[src/rtl/nrs_gold_seq_gen.sv]
// NRS Gold sequence generator: loads c_init, runs the NC-step warm-up, then streams c(n) over valid/ready.
// Optional macro GOLD_PAIR_OUT_EN: emit {c(2m+1), c(2m)} per beat and advance both LFSRs two steps per beat.
module nrs_gold_seq_gen #(
    parameter int CINIT_W = 31,
    parameter int NC      = 1600,
    parameter int LEN_W   = 8
) (
    input  logic               clk,
    input  logic               rst,
    input  logic               start,
    input  logic [CINIT_W-1:0] cinit,
    input  logic [LEN_W-1:0]   num_bits,
    input  logic               out_ready,
    output logic               out_valid,
`ifdef GOLD_PAIR_OUT_EN
    output logic [1:0]         out_bit,
`else
    output logic               out_bit,
`endif
    output logic               busy,
    output logic               done,
    output logic [1:0]         dbg_state
);

    // Handshake: a beat transfers on a rising clk edge where out_valid && out_ready;
    // while out_valid is high and out_ready low, out_bit and the sequence position hold.

    localparam int WW = (NC > 0) ? $clog2(NC + 1) : 1;
    localparam logic [WW-1:0] WC_LAST = WW'((NC > 0) ? NC - 1 : 0);

    typedef enum logic [1:0] {
        S_IDLE   = 2'd0,
        S_WARMUP = 2'd1,
        S_RUN    = 2'd2,
        S_DONE   = 2'd3
    } state_t;

    state_t            state_q, state_d;
    logic [30:0]       x1_q, x2_q;
    logic [LEN_W-1:0]  rem_q;
    logic [WW-1:0]     wcnt_q;
    logic              vld_q;
    logic              fire;

    function automatic logic [30:0] x1_step(input logic [30:0] x);
        return {x[3] ^ x[0], x[30:1]};
    endfunction

    function automatic logic [30:0] x2_step(input logic [30:0] x);
        return {x[3] ^ x[2] ^ x[1] ^ x[0], x[30:1]};
    endfunction

    assign fire = vld_q & out_ready;

    always_ff @(posedge clk or negedge rst) begin
        if (!rst) begin
            state_q <= S_IDLE;
        end else begin
            state_q <= state_d;
        end
    end

    always_comb begin
        state_d = state_q;
        case (state_q)
            S_IDLE: begin
                if (start) begin
                    state_d = (NC > 0) ? S_WARMUP : S_RUN;
                end
            end
            S_WARMUP: begin
                if (wcnt_q == WC_LAST) begin
                    state_d = S_RUN;
                end
            end
            S_RUN: begin
                if (rem_q == '0) begin
                    state_d = S_DONE;
                end else if (fire && rem_q == LEN_W'(1)) begin
                    state_d = S_DONE;
                end
            end
            S_DONE: begin
                state_d = S_IDLE;
            end
            default: begin
                state_d = S_IDLE;
            end
        endcase
    end

    always_comb begin
        busy      = (state_q != S_IDLE);
        done      = (state_q == S_DONE);
        dbg_state = state_q;
    end

    // out_valid is registered: the first RUN cycle primes it, which gives the NC+1 start latency.
    always_ff @(posedge clk or negedge rst) begin
        if (!rst) begin
            x1_q   <= '0;
            x2_q   <= '0;
            rem_q  <= '0;
            wcnt_q <= '0;
            vld_q  <= 1'b0;
        end else begin
            vld_q <= (state_q == S_RUN) && (state_d == S_RUN);
            case (state_q)
                S_IDLE: begin
                    if (start) begin
                        x1_q   <= 31'h1;
                        x2_q   <= 31'(cinit);
                        rem_q  <= num_bits;
                        wcnt_q <= '0;
                    end
                end
                S_WARMUP: begin
                    x1_q   <= x1_step(x1_q);
                    x2_q   <= x2_step(x2_q);
                    wcnt_q <= wcnt_q + WW'(1);
                end
                S_RUN: begin
                    if (fire) begin
`ifdef GOLD_PAIR_OUT_EN
                        x1_q <= x1_step(x1_step(x1_q));
                        x2_q <= x2_step(x2_step(x2_q));
`else
                        x1_q <= x1_step(x1_q);
                        x2_q <= x2_step(x2_q);
`endif
                        rem_q <= rem_q - LEN_W'(1);
                    end
                end
                default: begin
                end
            endcase
        end
    end

    assign out_valid = vld_q;

`ifdef GOLD_PAIR_OUT_EN
    assign out_bit = vld_q ? {x1_q[1] ^ x2_q[1], x1_q[0] ^ x2_q[0]} : 2'b00;
`else
    assign out_bit = vld_q ? (x1_q[0] ^ x2_q[0]) : 1'b0;
`endif

endmodule

[config.mk]
export PLATFORM = sky130hd
export DESIGN_NAME = nrs_gold_seq_gen
export DESIGN_NICKNAME = d
export VERILOG_FILES = /design/src/rtl/nrs_gold_seq_gen.sv
export SDC_FILE = /design/constraint.sdc
export NUM_CORES = 1
export LEC_CHECK = 0
export ABC_AREA = 1
export CORE_ASPECT_RATIO = 0.75
export CORE_MARGIN = 1
export CORE_UTILIZATION = 50
export CTS_CLUSTER_DIAMETER = 50
export DETAILED_ROUTE_END_ITERATION = 10
export PLACE_DENSITY_LB_ADDON = 0.1
export SETUP_SLACK_MARGIN = 0.5
export SYNTH_ARGS = -nofsm -noshare
export SYNTH_HDL_FRONTEND = slang
export SYNTH_SLANG_ARGS = --single-unit
[constraint.sdc]
create_clock -name clk -period 2 [get_ports clk]
set_clock_uncertainty 0.15 [all_clocks]
set_input_delay 0.4 -clock clk [delete_from_list [all_inputs] [get_ports clk]]
set_output_delay 0.4 -clock clk [all_outputs]
set_load 0.005 [all_outputs]
==> results.py <==
metrics = {
    "run_status": {
        "status": "complete, no violations",
    },
    "clock_tree": {
        "path_clk_slew_ps": 90,
        "clk_latency_ps": 360,
        "cts_buffers": 9,
        "tritoncts": "done",
        "cts-root-buf": "clkbuf_8",
        "clkSinkCount": 84,
        "cts_max_path_buffers": 2,
        "htreeDepth": 3,
    },
    "sta": {
        "worstMarginPinSlew_ps": 454,
        "finalWorstSetupSlack_ps": 88.6,
        "min_period_ps": 1910,
        "finalSetupViolations": 0,
        "fin_setup_tns_ps": 0,
        "final_max_slew_viol_count": 0,
        "finalHoldViolCount": 0,
        "relSlewSlack": 0.697,
        "min_period_over_period": 0.956,
        "rsz0062_at_grt": "true",
        "fmax_mhz": 523,
    },
    "yosys": {
        "yosysUniqueCellTypes": 28,
        "syn_nets": 553,
        "async_reset_ff_frac": 1.00,
        "ys_ff_latch": 84,
        "synth-edff-count": 0,
        "synth.avg_cell_area_sq_um": 8.12,
        "synth_flop_cell": "dfrtp_1",
        "yosysWarnings": 0,
        "ys_seq_area_frac": 0.517,
        "synth_area_sq_um": 4070,
        "syn_inst": 501,
    },
    "power_and_ir_drop": {
        "p_per_area_nw_per_um2": 531,
        "peakVddDrop_v": 0.000321,
        "power.clock.fraction": 0.428,
        "p_int_mw": 2.53,
        "swShare": 0.214,
        "share_comb_of_total_power": 0.043,
        "power_mw": 3.22,
        "p_seq_frac": 0.530,
        "p_sw_mw": 0.689,
        "p_leak_nw": 2.77,
    },
    "setup_path": {
        "worstPathMaxFanout": 4,
        "critPathKind": "register to register",
        "arrival_ps": 2000,
        "crit_chain": "buf_6, buf_6, ha_4, o21ai_4, inv_4, nand2_2, nor2_2, nand2_2, inv_2, a21oi_2, nor2_1",
        "r2r-start": "dbg_state[0]$_DFF_PN0_",
        "reg2reg_to": "wcnt_q[7]$_DFFE_PN0P_",
        "slowest_delay_ps": 450,
        "worstSetupStartpointType": "register",
        "worstSetupEndpointType": "register",
        "crit_required_ps": 2090,
        "cp_slowest_cell": "dfrtp_2",
        "rrSetupSlack_ps": 90,
        "reg2reg_depth": 11,
    },
    "global_route": {
        "grt_pass1_wl_um": 16700,
        "grt.overflow.total": 0,
        "grtUsageTotal": 0.249,
        "grt_pass1_vias": 3607,
        "grt_max_degree": 34,
        "antenna_found_initial": 0,
    },
    "floorplan": {
        "num_rows": 28,
        "ios": 49,
        "core_area_sq_um": 7880,
        "die_height_um": 80.1,
        "start_util": 0.516,
        "die_x_um": 106,
        "dieArea_sq_um": 8510,
    },
    "finish": {
        "fill_cells": 505,
        "fin_nets": 655,
        "antenna_cells_inserted": 0,
        "multi_input_area_sq_um": 2010,
        "drive_gt1_frac": 0.303,
        "area_delta_synth_final_pct": 48.8,
        "regArea_sq_um": 2100,
    },
    "drt": {
        "post-route-drc-count": 0,
        "via_per_inst": 5.48,
        "dr.first_iter.drc_count": 316,
        "vias": 3904,
        "wl_per_cell_um": 16.1,
        "dr.pass1.iters": 5,
        "ant_nets": 0,
        "postRouteWirelength_um": 11500,
    },
    "place": {
        "place_congestion": 0.819,
        "dp_hpwl_um": 5920,
        "pre_cts_ws_ps": -100,
        "port_buffers": 48,
    },
    "hold_path": {
        "hp-class": "register to register",
        "hold_end": "wcnt_q[8]$_DFFE_PN0P_",
        "hold_depth": 1,
        "hold_path_startpoint": "wcnt_q[8]$_DFFE_PN0P_",
    },
    "job": {
        "cap_violations": 0,
    },
}
kinds of logic after synthesis:
kind of cell,after synthesis,synth area share
and+or+nand+nor,203,0.208
xor gates and xnor gates,5,0.0108
DFF,84,0.517
adders and majority gates,9,0.0277
buffers and inverters,93,0.0916
AOI/OAI and AO/OA,107,0.145
worst max-delay path by stage:
stage	from	endpoint	slack, ps
after floorplan	dbg_state[1]$_DFF_PN0_	x2_q[21]$_DFFE_PN0P_	280
after CTS	dbg_state[1]$_DFF_PN0_	x2_q[30]$_DFFE_PN0P_	150
after global placement	start	x2_q[20]$_DFFE_PN0P_	-60
final	dbg_state[0]$_DFF_PN0_	wcnt_q[7]$_DFFE_PN0P_	90
after global routing	dbg_state[1]$_DFF_PN0_	x2_q[3]$_DFFE_PN0P_	10
after detailed placement	start	x2_q[0]$_DFFE_PN0P_	-100
placed cells by master, fill, tap and decap left out, types with 4 or more instances in the layout:
cell	netlist	layout
nand2_1	102	87
nand2_2	1	11
o21ai_2	0	15
buf_6	0	19
buf_8	0	4
buf_16	0	4
buf_12	0	9
clkdlybuf4s50_1	0	41
inv_4	0	6
nor2_2	0	11
inv_1	64	55
a21oi_1	18	9
o21ai_0	42	9
nor3_1	7	5
nor2_1	50	37
nand3_2	0	12
clkbuf_8	0	10
nand3_1	38	23
nand4_1	4	4
dfrtp_1	84	82
inv_2	2	6
ha_4	0	4
o21ai_1	8	24
buf_4	4	31
ha_1	9	4
a21oi_2	0	9
a31oi_1	30	30
through the flow:
step,hold WS (ps),utilization,cell area (sq um),instances
after detailed placement,228,0.623,4910,652
after floorplan,-45.6,-,4170,501
final,340,0.768,6060,713
after global placement,224,0.623,4910,652
after global routing,359,0.768,6060,713
after CTS,328,0.702,5530,695
sequential cells by signal, indices dropped and copies added, names as in the netlist:
register / flops
rem_q: 8
dbg_state: 2
x1_q: 31
x2_q: 31
wcnt_q: 11
out_valid: 1
Yosys cell counts (3+ instances only):
cell type    n  area [sq um]
a31oi_1     30           188
o21ai_1      8          40.0
dfrtp_1     84          2100
clkbuf_1    15          56.3
nor2_1      50           188
nand4_1      4          25.0
ha_1         9           113
xnor2_1      3          26.3
o22ai_1      3          18.8
buf_4        4          30.0
o21ai_0     42           210
nor3_1       7          35.0
nand3_1     38           190
a21oi_1     18          90.1
buf_2        6          30.0
inv_1       64           240
nand2_1    102           383
area by class of cell:
class                   instances  share of cell area
flip-flops and latches         84               0.348
clock inverters                 5              0.0140
inverters                      67              0.0444
multi-input cells             324               0.331
repair inverters                1             0.00103
clock buffers                  11              0.0233
well taps                     105              0.0217
repair buffers                116               0.217
power by group through the flow:
stage	Sequential [mW]	Combinational, mW	Clock [mW]
finish	1.70	0.138	1.37
global route	1.70	0.151	1.46
CTS	1.70	0.135	1.39
detailed placement	1.74	0.132	0
global placement	1.74	0.131	0
floorplan	1.74	0.00742	0
layer usage:
layer / GRT usage / share of wire / vias to the layer above
li1: - / - / 1845
met1: 0.322 / 0.44 / 1885
met2: 0.419 / 0.48 / 149
met3: 0.0528 / 0.054 / 25
met4: 0.0819 / 0.020 / 0
met5: 0 / 0 / -
repair_timing:
item,in CTS,in global routing
hold endpoints to repair,30,0
hold buffers,1,0
setup endpoints to repair,89,90
buffers inserted,21,15
resized for setup,69,105
gates cloned,5,3
pin swaps,13,28
worst max-delay path: cells and delay by family (launching register included):
kind | cells | cell delay (ps)
buffers and inverters | 4 | 410
adders and majority gates | 1 | 170
DFF | 1 | 450
and+or+nand+nor | 4 | 260
AOI/OAI and AO/OA | 2 | 350
Note: power is estimated with default switching activity, not from simulation.
